`src/rtl/instr_decode_latch_if.sv`:
```
// Instruction/flag/interrupt bus between the datapath-side driver and the decode latch.
interface instr_decode_latch_if;
  logic        IRWrite;
  logic [31:0] memReadData;
  logic        flagWrite;
  logic        aluNeg;
  logic        aluZero;
  logic        irq;
  logic        irqAck;
  logic [31:0] instr;
  logic [3:0]  cond;
  logic [1:0]  op;
  logic [5:0]  funct;
  logic [3:0]  rn;
  logic [3:0]  rd;
  logic [3:0]  rm;
  logic [23:0] imm24;
  logic        neg;
  logic        zr;
  logic        condPass;
  logic        instrValid;
  logic        irqPending;

  modport master (
    output IRWrite, memReadData, flagWrite, aluNeg, aluZero, irq, irqAck,
    input  instr, cond, op, funct, rn, rd, rm, imm24, neg, zr, condPass,
           instrValid, irqPending
  );

  modport slave (
    input  IRWrite, memReadData, flagWrite, aluNeg, aluZero, irq, irqAck,
    output instr, cond, op, funct, rn, rd, rm, imm24, neg, zr, condPass,
           instrValid, irqPending
  );
endinterface

```
`src/rtl/instr_decode_latch.sv`:
```
// Instruction register, N/Z flag register with condition evaluation, and interrupt edge latch.
// Define DECODE_IRQ_EN to build the interrupt pending FSM; otherwise irqPending is tied low.
module instr_decode_latch #(
  parameter logic [31:0] RESET_INSTR = 32'hE1A00000
) (
  input logic                 clock,
  input logic                 reset,
  instr_decode_latch_if.slave bus
);

  logic [31:0] instr_q, instr_d;
  logic        neg_q, neg_d;
  logic        zr_q, zr_d;
  logic        valid_q, valid_d;
  logic        cond_pass;

  always_comb begin
    instr_d = instr_q;
    neg_d   = neg_q;
    zr_d    = zr_q;
    valid_d = valid_q;
    if (bus.IRWrite) begin
      instr_d = bus.memReadData;
      valid_d = 1'b1;
    end
    if (bus.flagWrite) begin
      neg_d = bus.aluNeg;
      zr_d  = bus.aluZero;
    end
  end

  always_ff @(posedge clock) begin
    if (reset) begin
      instr_q <= RESET_INSTR;
      neg_q   <= 1'b0;
      zr_q    <= 1'b0;
      valid_q <= 1'b0;
    end else begin
      instr_q <= instr_d;
      neg_q   <= neg_d;
      zr_q    <= zr_d;
      valid_q <= valid_d;
    end
  end

  // Only N/Z are held, so C/V-based codes and 1111 never pass.
  always_comb begin
    cond_pass = 1'b0;
    case (instr_q[31:28])
      4'b0000: cond_pass = zr_q;
      4'b0001: cond_pass = ~zr_q;
      4'b0100: cond_pass = neg_q;
      4'b0101: cond_pass = ~neg_q;
      4'b1010: cond_pass = ~neg_q;
      4'b1011: cond_pass = neg_q;
      4'b1100: cond_pass = ~zr_q & ~neg_q;
      4'b1101: cond_pass = zr_q | neg_q;
      4'b1110: cond_pass = 1'b1;
      default: cond_pass = 1'b0;
    endcase
  end

  assign bus.instr      = instr_q;
  assign bus.cond       = instr_q[31:28];
  assign bus.op         = instr_q[27:26];
  assign bus.funct      = instr_q[25:20];
  assign bus.rn         = instr_q[19:16];
  assign bus.rd         = instr_q[15:12];
  assign bus.rm         = instr_q[3:0];
  assign bus.imm24      = instr_q[23:0];
  assign bus.neg        = neg_q;
  assign bus.zr         = zr_q;
  assign bus.condPass   = cond_pass;
  assign bus.instrValid = valid_q;

`ifdef DECODE_IRQ_EN
  typedef enum logic {IDLE, PENDING} irq_state_t;

  irq_state_t state_q;
  logic       irq_prev_q;
  logic       irq_rise;

  assign irq_rise = bus.irq & ~irq_prev_q;

  // A rise coincident with an acknowledge keeps the request pending.
  always_ff @(posedge clock) begin
    if (reset) begin
      state_q    <= IDLE;
      irq_prev_q <= 1'b0;
    end else begin
      irq_prev_q <= bus.irq;
      case (state_q)
        IDLE:    if (irq_rise) state_q <= PENDING;
        PENDING: if (bus.irqAck && !irq_rise) state_q <= IDLE;
        default: state_q <= IDLE;
      endcase
    end
  end

  assign bus.irqPending = (state_q == PENDING);
`else
  logic irq_unused;
  assign irq_unused     = bus.irq ^ bus.irqAck;
  assign bus.irqPending = 1'b0;
`endif

endmodule

```
`src/flat_wrapper.sv`:
```
// flat-port wrapper written by rule: the top's interface ports become plain ports
module instr_decode_latch_flat 
#(
  parameter logic [31:0] RESET_INSTR = 32'hE1A00000
)
  (clock, reset, bus_IRWrite, bus_memReadData, bus_flagWrite, bus_aluNeg, bus_aluZero, bus_irq, bus_irqAck, bus_instr, bus_cond, bus_op, bus_funct, bus_rn, bus_rd, bus_rm, bus_imm24, bus_neg, bus_zr, bus_condPass, bus_instrValid, bus_irqPending);
  instr_decode_latch_if bus_i ();
  input logic clock;
  input logic reset;
  input wire logic [$bits(bus_i.IRWrite)-1:0] bus_IRWrite;
  input wire logic [$bits(bus_i.memReadData)-1:0] bus_memReadData;
  input wire logic [$bits(bus_i.flagWrite)-1:0] bus_flagWrite;
  input wire logic [$bits(bus_i.aluNeg)-1:0] bus_aluNeg;
  input wire logic [$bits(bus_i.aluZero)-1:0] bus_aluZero;
  input wire logic [$bits(bus_i.irq)-1:0] bus_irq;
  input wire logic [$bits(bus_i.irqAck)-1:0] bus_irqAck;
  output wire logic [$bits(bus_i.instr)-1:0] bus_instr;
  output wire logic [$bits(bus_i.cond)-1:0] bus_cond;
  output wire logic [$bits(bus_i.op)-1:0] bus_op;
  output wire logic [$bits(bus_i.funct)-1:0] bus_funct;
  output wire logic [$bits(bus_i.rn)-1:0] bus_rn;
  output wire logic [$bits(bus_i.rd)-1:0] bus_rd;
  output wire logic [$bits(bus_i.rm)-1:0] bus_rm;
  output wire logic [$bits(bus_i.imm24)-1:0] bus_imm24;
  output wire logic [$bits(bus_i.neg)-1:0] bus_neg;
  output wire logic [$bits(bus_i.zr)-1:0] bus_zr;
  output wire logic [$bits(bus_i.condPass)-1:0] bus_condPass;
  output wire logic [$bits(bus_i.instrValid)-1:0] bus_instrValid;
  output wire logic [$bits(bus_i.irqPending)-1:0] bus_irqPending;
  assign bus_i.IRWrite = bus_IRWrite;
  assign bus_i.memReadData = bus_memReadData;
  assign bus_i.flagWrite = bus_flagWrite;
  assign bus_i.aluNeg = bus_aluNeg;
  assign bus_i.aluZero = bus_aluZero;
  assign bus_i.irq = bus_irq;
  assign bus_i.irqAck = bus_irqAck;
  assign bus_instr = bus_i.instr;
  assign bus_cond = bus_i.cond;
  assign bus_op = bus_i.op;
  assign bus_funct = bus_i.funct;
  assign bus_rn = bus_i.rn;
  assign bus_rd = bus_i.rd;
  assign bus_rm = bus_i.rm;
  assign bus_imm24 = bus_i.imm24;
  assign bus_neg = bus_i.neg;
  assign bus_zr = bus_i.zr;
  assign bus_condPass = bus_i.condPass;
  assign bus_instrValid = bus_i.instrValid;
  assign bus_irqPending = bus_i.irqPending;
  instr_decode_latch #(.RESET_INSTR(RESET_INSTR)) u_core (.clock(clock), .reset(reset), .bus(bus_i));
endmodule
```
`config.mk`:
```
export PLATFORM = sky130hd
export DESIGN_NAME = instr_decode_latch_flat
export DESIGN_NICKNAME = d
export VERILOG_FILES = /design/src/rtl/instr_decode_latch_if.sv /design/src/rtl/instr_decode_latch.sv /design/src/flat_wrapper.sv
export SDC_FILE = /design/constraint.sdc
export NUM_CORES = 1
export LEC_CHECK = 0
export CORE_UTILIZATION = 37
export DETAILED_ROUTE_END_ITERATION = 8
export PLACE_DENSITY = 0.95
export SLEW_MARGIN = 20
export SYNTH_ARGS = -nofsm -noshare
export SYNTH_HDL_FRONTEND = slang
export SYNTH_SLANG_ARGS = --single-unit
export TNS_END_PERCENT = 30
```
`constraint.sdc`:
```
create_clock -name clock -period 2.4 [get_ports clock]
set_input_delay 0.72 -clock clock [delete_from_list [all_inputs] [get_ports clock]]
set_output_delay 0.72 -clock clock [all_outputs]
set_load 0.05 [all_outputs]
```
==> impl_metrics.py <==
metrics = {
    "status": {
        "status": "completed",
    },
    "placed_design": {
        "placed_cell_area_um2": 2600,
        "hpwlAfterDp_um": 2950,
        "port_buffers": 121,
        "pre_cts_ws_ns": 0.335,
        "gp_congestion": 0.674,
    },
    "global_routing": {
        "grt_first_pass_wirelength_um": 6070,
        "grt_util_met2": 0.288,
        "use_met3": 0.0378,
        "antenna_found_initial": 0,
        "grt_use_met1": 0.164,
        "grt_use_total": 0.154,
        "grt_overflow": 0,
        "gr-max-usage-layer": "met2",
        "grt_max_degree": 21,
        "grt_pass1_vias": 1294,
    },
    "power": {
        "p_leak_uw": 0.00111,
        "vdd_drop_max_v": 0.000348,
        "power_uw": 1740,
        "powerDensity_nw_per_um2": 644,
    },
    "die": {
        "die_w_um": 69.6,
        "die-area_um2": 4840,
        "die_y_um": 69.6,
        "coreArea_um2": 4380,
        "floorplan.initialDensity": 0.386,
        "rows": 24,
        "io_pins": 125,
    },
    "synth": {
        "synth_flop_cell": "dfxtp_1",
        "synth.area.top_cells": "dfxtp_1 (41%), buf_4 (23%), mux2i_1 (18%)",
        "synthArstFlopShare": 0,
        "synth_nets": 215,
        "synth_cells": 175,
        "synth_area_um2": 1690,
        "avgSynthCellArea_um2": 9.66,
        "yosys.cell_types.count": 17,
        "yosysSeqAreaShare": 0.415,
        "yosys_warnings": 0,
        "synth_most_common_cell": "buf_4",
        "synth_area_leader_cell": "dfxtp_1",
        "synth_edf_count": 0,
        "synth_common_cells": "buf_4 (51), dfxtp_1 (35), nor2_1 (31)",
        "ys_ff_latch": 35,
        "netlist.area_leader.share": 0.415,
    },
    "run": {
        "maxCapViolations": 0,
    },
    "setup_path": {
        "rr_endpoint": "u_core.bus.instr[29]$_SDFFE_PP1P_",
        "arrival_ns": 1.60,
        "cp.required_ns": 1.68,
        "cp_slowest_stage_delay_ns": 0.54,
        "reg2reg_depth": 2,
        "reg2reg_slack_ns": 1.51,
        "crit_path_end_kind": "output pin",
        "cp_cell_sequence": "or4b_1, o211ai_2, a221o_1, buf_12",
        "slowest_stage": "or4b_1",
        "critPathMaxFanout": 8,
        "critPathKind": "register to output pin",
        "timing.rr.start": "u_core.bus.instr[29]$_SDFFE_PP1P_",
        "crit_start": "u_core.bus.instr[28]$_SDFFE_PP0P_",
        "start_kind": "register",
    },
    "drt": {
        "remaining_drc_errors": 0,
        "drt_iter0_drc": 54,
        "wl_per_cell_um": 12.3,
        "ant_nets": 0,
        "viasPerCell": 4.45,
        "routed_wirelength_um": 3700,
        "vias": 1345,
        "drt_pass1_iterations": 4,
    },
    "finish": {
        "syn2layout_area_growth_pct": 59.9,
        "layout.nets": 289,
        "layout-drive-gt1-share": 0.0640,
        "multi_input_area_um2": 582,
        "regArea_um2": 704,
        "diodes": 0,
        "n_fill_cell": 397,
        "final_cell_area_um2": 2700,
    },
    "hold_path": {
        "worst_hold_path.endpoint": "u_core.bus.instrValid$_SDFFE_PP0P_",
        "hold_start": "u_core.bus.instrValid$_SDFFE_PP0P_",
        "holdPathStages": 2,
        "min_path_type": "register to register",
    },
    "clocking": {
        "clock_latency_ns": 0.27,
        "clkSinkCount": 35,
        "cts.clk_slew.worst_paths_ns": 0.07,
        "htreeDepth": 2,
        "numCtsBuffers": 5,
        "cts_tree": "built",
        "root_buffer": "clkbuf_8",
        "ctsHoldBuffers": 0,
        "post_cts_buffers": 0,
        "cts_buffer_depth": 2,
    },
    "timing": {
        "drv_slew": 0,
        "skew_ns": 0,
        "post-route-min-period_ns": 2.32,
        "slew_headroom": 0.656,
        "worstMarginPinSlew_ns": 0.514,
        "final-hold-violation-count": 0,
        "min_period_over_period": 0.966,
        "setup_slack_ns": 0.0806,
        "fmax_mhz": 431,
        "finalSetupViolCount": 0,
    },
}
cell families after synthesis:
logic type / count (synthesis) / synth area share
other cells: 1 / 0.00222
compound gates: 8 / 0.0444
buf+inv: 57 / 0.241
xor+xnor: 1 / 0.00518
flops: 35 / 0.415
simple gates: 43 / 0.115
mux: 30 / 0.178
worst max path at each step:
stage / endpoint / slack [ns] / cells past startpoint
CTS: bus_condPass / 0.03 / 4
global route: bus_condPass / -0.0008 / 4
floorplan: bus_condPass / 0.04 / 3
finish: bus_condPass / 0.08 / 4
detailed placement: bus_condPass / 0.33 / 4
global placement: bus_condPass / 0.35 / 4
timing repair:
item | in CTS | in global routing
endpoints found under the setup margin | 0 | 1
hold endpoints to repair | 0 | 0
resized for setup | 0 | 2
layout make-up:
class	instances	share of cell area
clock buffers	8	0.0370
repair buffers	124	0.463
well taps	52	0.0241
multi-input cells	83	0.215
flip-flops and latches	35	0.261
per-layer routing:
layer | share of wire | vias up | wire length, um
li1 | - | 669 | -
met3 | 0.061 | 2 | 225
met2 | 0.55 | 52 | 2040
met5 | 0 | - | 0
met4 | 0.0065 | 0 | 24
met1 | 0.38 | 622 | 1410
state kept, by name, summed over array words and instances, names as in the netlist:
register               flops
u_core.bus.instr          32
u_core.bus.instrValid      1
u_core.bus.zr              1
u_core.bus.neg             1
cells in the final DEF (no fill, tap or decap), drive strengths merged, types with 5 or more instances in the layout:
master         Yosys  final
clkbuf             4      8
clkdlybuf4s50      0    119
nor2              31     31
mux2i             30     30
nor2b              7      7
dfxtp             35     35
buf               53      5
a211o              6      6
through the flow:
stage	hold WS [ns]	instances	util	TNS, ns
after floorplan	0.686	175	-	0
after global placement	0.449	294	0.593	0
after detailed placement	0.477	294	0.593	0
after CTS	0.489	302	0.616	0
after global routing	0.556	302	0.616	-0.000811
final	0.491	302	0.616	0
where the power goes:
part           total (uW)  switching (uW)  internal, uW
logic                 638             395           243
registers             655            36.4           618
clock network         447             185           262
worst max-delay path, delay by kind of cell, from the launching register on:
family,cells,cell delay [ns]
AND/OR/NAND/NOR,1,0.54
flip-flops,1,0.36
buffers and inverters,1,0.14
AO/OA/AOI/OAI,2,0.29
Power figures use the tool's default switching activity.
